[config.mk]
export PLATFORM = sky130hd
export DESIGN_NAME = ysyx_23060221_ifu_fetch_flat
export DESIGN_NICKNAME = d
export VERILOG_FILES = /design/src/rtl/ysyx_23060221_ifu_fetch_if.sv /design/src/rtl/ysyx_23060221_ifu_fetch.sv /design/src/flat_wrapper.sv
export SDC_FILE = /design/constraint.sdc
export NUM_CORES = 1
export LEC_CHECK = 0
export CORE_MARGIN = 5
export CORE_UTILIZATION = 36
export DETAILED_ROUTE_END_ITERATION = 12
export DONT_BUFFER_PORTS = 1
export MAX_ROUTING_LAYER = met4
export PLACE_DENSITY = 0.51
export SLEW_MARGIN = 20
export SYNTH_ARGS = -nofsm -noshare
export SYNTH_HDL_FRONTEND = slang
export SYNTH_SLANG_ARGS = --single-unit
[constraint.sdc]
create_clock -name clk -period 2.2 [get_ports clk]
set_clock_uncertainty 0.05 [all_clocks]
set_input_delay 0.44 -clock clk [delete_from_list [all_inputs] [get_ports clk]]
set_output_delay 0.44 -clock clk [all_outputs]
set_load 0.05 [all_outputs]
[src/rtl/ysyx_23060221_ifu_fetch_if.sv]
// AXI4-Lite read-channel bundle between the instruction fetch stage (master)
// and the instruction memory / bus fabric (slave).
interface ysyx_23060221_ifu_fetch_if #(
  parameter int ADDR_W = 32,
  parameter int DATA_W = 32
);
  logic [ADDR_W-1:0] araddr;
  logic              arvalid;
  logic              arready;
  logic [DATA_W-1:0] rdata;
  logic [1:0]        rresp;
  logic              rvalid;
  logic              rready;

  modport master (
    output araddr, arvalid, rready,
    input  arready, rdata, rresp, rvalid
  );

  modport slave (
    input  araddr, arvalid, rready,
    output arready, rdata, rresp, rvalid
  );
endinterface

[src/rtl/ysyx_23060221_ifu_fetch.sv]
// Single-outstanding instruction fetch: PC in, one AXI4-Lite read, instruction out.
// Optional macro IFU_PERF_EN adds fetch/stall performance counters.
module ysyx_23060221_ifu_fetch #(
  parameter int ADDR_W = 32,
  parameter int DATA_W = 32
`ifdef IFU_PERF_EN
  , parameter int PERF_W = 32
`endif
) (
  input  logic                      clk,
  input  logic                      rst,
  input  logic [ADDR_W-1:0]         pc,
  input  logic                      WBU_valid,
  output logic                      IFU_ready,
  ysyx_23060221_ifu_fetch_if.master bus,
  output logic [DATA_W-1:0]         inst,
  output logic [ADDR_W-1:0]         inst_pc,
  output logic                      fetch_err,
  output logic                      IFU_valid,
  input  logic                      IDU_ready,
  output logic [1:0]                dbg_state
`ifdef IFU_PERF_EN
  , output logic [PERF_W-1:0]       perf_fetch_cnt,
  output logic [PERF_W-1:0]         perf_stall_cnt
`endif
);

  // Handshakes: a transfer happens on the rising edge where valid && ready are
  // both 1; valid is held with its payload stable until that edge.
  typedef enum logic [1:0] {IDLE = 2'd0, AR = 2'd1, R = 2'd2, OUT = 2'd3} state_t;

  state_t            state, state_n;
  logic              ifu_ready_n, arvalid_n, rready_n, ifu_valid_n, fetch_err_n;
  logic [DATA_W-1:0] inst_n;
  logic [ADDR_W-1:0] inst_pc_n, araddr_n;

  assign dbg_state = state;

  always_ff @(posedge clk) begin
    if (rst) begin
      state       <= IDLE;
      IFU_ready   <= 1'b1;
      bus.arvalid <= 1'b0;
      bus.rready  <= 1'b0;
      IFU_valid   <= 1'b0;
      fetch_err   <= 1'b0;
      inst        <= '0;
      inst_pc     <= '0;
      bus.araddr  <= '0;
    end else begin
      state       <= state_n;
      IFU_ready   <= ifu_ready_n;
      bus.arvalid <= arvalid_n;
      bus.rready  <= rready_n;
      IFU_valid   <= ifu_valid_n;
      fetch_err   <= fetch_err_n;
      inst        <= inst_n;
      inst_pc     <= inst_pc_n;
      bus.araddr  <= araddr_n;
    end
  end

  always_comb begin
    state_n     = state;
    ifu_ready_n = IFU_ready;
    arvalid_n   = bus.arvalid;
    rready_n    = bus.rready;
    ifu_valid_n = IFU_valid;
    fetch_err_n = fetch_err;
    inst_n      = inst;
    inst_pc_n   = inst_pc;
    araddr_n    = bus.araddr;
    case (state)
      IDLE: begin
        if (WBU_valid && IFU_ready) begin
          inst_pc_n   = pc;
          araddr_n    = pc;
          ifu_ready_n = 1'b0;
          // A misaligned PC never reaches the bus; it is reported straight away.
          if (pc[1:0] != 2'b00) begin
            state_n     = OUT;
            fetch_err_n = 1'b1;
            inst_n      = '0;
            ifu_valid_n = 1'b1;
          end else begin
            arvalid_n = 1'b1;
            state_n   = AR;
          end
        end
      end
      AR: begin
        if (bus.arvalid && bus.arready) begin
          arvalid_n = 1'b0;
          rready_n  = 1'b1;
          state_n   = R;
        end
      end
      R: begin
        if (bus.rvalid && bus.rready) begin
          inst_n      = bus.rdata;
          fetch_err_n = (bus.rresp != 2'b00);
          rready_n    = 1'b0;
          ifu_valid_n = 1'b1;
          state_n     = OUT;
        end
      end
      OUT: begin
        if (IFU_valid && IDU_ready) begin
          ifu_valid_n = 1'b0;
          fetch_err_n = 1'b0;
          ifu_ready_n = 1'b1;
          state_n     = IDLE;
        end
      end
      default: state_n = IDLE;
    endcase
  end

`ifdef IFU_PERF_EN
  always_ff @(posedge clk) begin
    if (rst) begin
      perf_fetch_cnt <= '0;
      perf_stall_cnt <= '0;
    end else begin
      if (IFU_valid && IDU_ready) perf_fetch_cnt <= perf_fetch_cnt + PERF_W'(1);
      if (state == AR || state == R) perf_stall_cnt <= perf_stall_cnt + PERF_W'(1);
    end
  end
`endif

endmodule

[src/flat_wrapper.sv]
// flat-port wrapper written by rule: the top's interface ports become plain ports
module ysyx_23060221_ifu_fetch_flat 
#(
  parameter int ADDR_W = 32,
  parameter int DATA_W = 32

)
  (clk, rst, pc, WBU_valid, IFU_ready, inst, inst_pc, fetch_err, IFU_valid, IDU_ready, dbg_state, bus_araddr, bus_arvalid, bus_rready, bus_arready, bus_rdata, bus_rresp, bus_rvalid);
  ysyx_23060221_ifu_fetch_if #(.ADDR_W(ADDR_W), .DATA_W(DATA_W)) bus_i ();
  input  logic clk;
  input  logic rst;
  input  logic [ADDR_W-1:0] pc;
  input  logic WBU_valid;
  output logic IFU_ready;
  output logic [DATA_W-1:0] inst;
  output logic [ADDR_W-1:0] inst_pc;
  output logic fetch_err;
  output logic IFU_valid;
  input  logic IDU_ready;
  output logic [1:0] dbg_state;
  output wire logic [$bits(bus_i.araddr)-1:0] bus_araddr;
  output wire logic [$bits(bus_i.arvalid)-1:0] bus_arvalid;
  output wire logic [$bits(bus_i.rready)-1:0] bus_rready;
  input wire logic [$bits(bus_i.arready)-1:0] bus_arready;
  input wire logic [$bits(bus_i.rdata)-1:0] bus_rdata;
  input wire logic [$bits(bus_i.rresp)-1:0] bus_rresp;
  input wire logic [$bits(bus_i.rvalid)-1:0] bus_rvalid;
  assign bus_araddr = bus_i.araddr;
  assign bus_arvalid = bus_i.arvalid;
  assign bus_rready = bus_i.rready;
  assign bus_i.arready = bus_arready;
  assign bus_i.rdata = bus_rdata;
  assign bus_i.rresp = bus_rresp;
  assign bus_i.rvalid = bus_rvalid;
  ysyx_23060221_ifu_fetch #(.ADDR_W(ADDR_W), .DATA_W(DATA_W)) u_core (.clk(clk), .rst(rst), .pc(pc), .WBU_valid(WBU_valid), .IFU_ready(IFU_ready), .bus(bus_i), .inst(inst), .inst_pc(inst_pc), .fetch_err(fetch_err), .IFU_valid(IFU_valid), .IDU_ready(IDU_ready), .dbg_state(dbg_state));
endmodule
==> metrics <==
setup bufs post-CTS=0; count of final setup violators=0; PortBufs=0; clock group share of total power=0.239; Startpoint Class=flop; Synth area leaders=dfxtp_1 51%, a22o_1 10%, nand2_1 9.4%; R2R setup slack=about 270 ps; R2R cell count=7; first-pass GRT wire length=just over 10000 um; Max VDD drop=between 0.0005 and 0.0006 V; area grow syn2layout=12.4%; Synth Register Bits=between 70 and 80; floorplan row count=32; drt pass-1 iters=4; Clk pin slew, worst setup/hold paths=70 ps; Yosys top cell area share=0.506; clock tree sinks=71; hold path startpoint=rst; crit path from=u_core.dbg_state[0]; Leakage=between 1 and 1.5 nW; CP Data Required Time=around 2400 ps; Num CTS Buffers=9; layout filler cell count=between 700 and 800; synth warn=0; Worst-Skew Late Latency=about 340 ps; Chip Height=98.3 um; vias in the first global route=1972; PostCTS Resize Cnt=0; nature of the critical path endpoint=flop; hold buffer count at CTS=0; WS Path Type=flop to flop; Top Ports=about 180; RSZ-0062 raised after global routing=no; clk root buf=clkbuf_8; Seq pwr share=0.390; Antenna Cells=0; switching portion of total power=0.461; largest net degree at the start of global routing=40; pin slew with the least headroom to its limit=about 530 ps; register area share after synthesis=0.506; Reg2Reg Capture Point=u_core.inst[5]; Comb pwr share=0.371; CP arrival=2100 ps; Remaining DRCs=0; average cell area after synthesis=9.24 um^2; Yosys cell types=29; Initial Util=0.367; final-stage net count=388; Pins Over Slew Limit=0; Power per Cell Area=roughly 1500 mW/mm^2; via-per-instance ratio=roughly 4.9; core area=0.00765 mm^2; Pint=~2.6 mW; vias post-DR=2045; Max Cap Viol=0; Die Span X=approximately 98 um; fraction of layout instances using a drive strength above 1=0.216; FMAX=approximately 520 MHz; Syn Std Cell Area=around 0.0028 mm^2; status=complete, no violations; initial antenna violation count=0; final worst-path cycle share=0.875; Wirelength per Cell=16.1 um; NetSw=between 2 and 2.5 mW; r2r startpoint=u_core.dbg_state[0]; Post-Route WL=about 6700 um; total gr overflow=0; WHS=roughly 140 ps; Setup crit end=u_core.inst[5]; Syn Inst Count=roughly 300; crit-path max FO=32; Hold WC Path Type=input port to flop; CTS Buffer Depth=2; slew margin rel.=0.643; syn_nets=between 300 and 400; Setup TNS=0 ps; area leader, netlist=dfxtp_1; H-tree depth=3; Routability Congestion=between 0.7 and 0.8; DRT iter0 DRCs=82; GRT Util Overall=0.140; TritonCTS clock tree=yes; fin crit period=1930 ps; Final Hold Vio Count=0; placed wire-length estimate=about 4700 um; Die Footprint=between 0.009 and 0.01 mm^2; Final ANT Viol Nets=0
## synth_stat cells, drive strengths merged
cell     count
inv          3
a21boi       3
o21ai        2
a211oi       1
a22o        32
and3         2
nor3b        1
nand3        1
clkbuf      10
nor2        13
a41o         1
a31oi        1
nor3         2
a22oi        1
nand4        1
a2111oi      1
a21oi       37
nand2       70
buf         40
ha           6
a32o         1
mux2i        2
nor4         2
dfxtp       71
## placed cells by master (no fill, tap or decap), types with 2 or more instances in the layout
cell type and n:
nand2_1 70, dfxtp_1 69, buf_4 45, a21oi_1 37
a22o_1 32, nor2_1 12, clkbuf_8 9, ha_1 6
inv_1 3, nor3_1 2, and3_1 2, nor4_1 2
o21ai_0 2, mux2i_1 2, clkinv_2 2, bufinv_16 2
dfxtp_2 2
## power groups by stage
stage	combinational (mW)	sequential, mW	clock [mW]
2_1_floorplan	1.09	2.37	0
3_3_place_gp	1.79	1.91	0
3_5_place_dp	1.81	1.91	0
4_1_cts	1.81	1.88	1.19
5_1_grt	1.93	1.90	1.24
6_report	1.79	1.87	1.15
## registers in the layout, indices dropped and copies added, names as in the netlist
name and count:
u_core.IFU_valid 1, u_core.inst_pc 32, u_core.dbg_state 2, u_core.IFU_ready 1
u_core.bus.rready 1, u_core.fetch_err 1, u_core.inst 32, u_core.bus.arvalid 1
## logic make-up (layout without fill, tap and decap cells)
logic type,count (synthesis),in the layout,share of synthesized area
and+or+nand+nor,92,92,0.132
AOI/OAI and AO/OA,80,80,0.203
DFF,71,71,0.506
buffers and inverters,53,64,0.126
adders and majority gates,6,6,0.0267
muxes,2,2,0.00713
## worst max-delay path, cell delays in order, from the launching register on
cell and delay (ps):
dfxtp_2 380, inv_1 90, ha_1 270, a21boi_4 180, nor4_1 340, nor2_2 50
buf_4 240, a22o_1 210
## stage by stage
stage	utilization	std cells	worst slack, ps	power [mW]	area [um^2]
after floorplan	-	304	175	3.46	2810
after global placement	0.384	401	318	3.70	2940
after detailed placement	0.384	401	281	3.71	2940
after CTS	0.413	417	267	4.88	3160
after global routing	0.413	417	107	5.07	3160
final	0.413	417	274	4.81	3160
## worst min-delay path by stage
| stage | end | slack [ps] | cells after the start |
|---|---|---|---|
| 2_1_floorplan | u_core.inst[0] | 520 | 1 |
| 3_3_place_gp | u_core.inst_pc[20] | 390 | 2 |
| 3_5_place_dp | u_core.inst_pc[31] | 390 | 2 |
| 4_1_cts | u_core.inst_pc[0] | 90 | 1 |
| 5_1_grt | u_core.inst_pc[22] | 90 | 1 |
| 6_report | u_core.dbg_state[1] | 140 | 1 |
## routing by layer
| metal | global-route usage | share of wire |
|---|---|---|
| met3 | 0.0621 | 0.080 |
| met1 | 0.153 | 0.42 |
| met2 | 0.223 | 0.49 |
| met5 | - | 0 |
| met4 | 0.0536 | 0.013 |
## area by class of cell
| class | instances | area [um^2] | share of cell area |
|---|---|---|---|
| sequential | 71 | 1420 | 0.451 |
| timing repair buffer | 45 | 338 | 0.107 |
| tap | 102 | 128 | 0.0404 |
| clock inverter | 7 | 95.1 | 0.0301 |
| clock buffer | 9 | 124 | 0.0392 |
| multi-input combinational | 180 | 1040 | 0.329 |
| inverter | 3 | 11.3 | 0.00357 |
(Power assumes the default switching activity.)
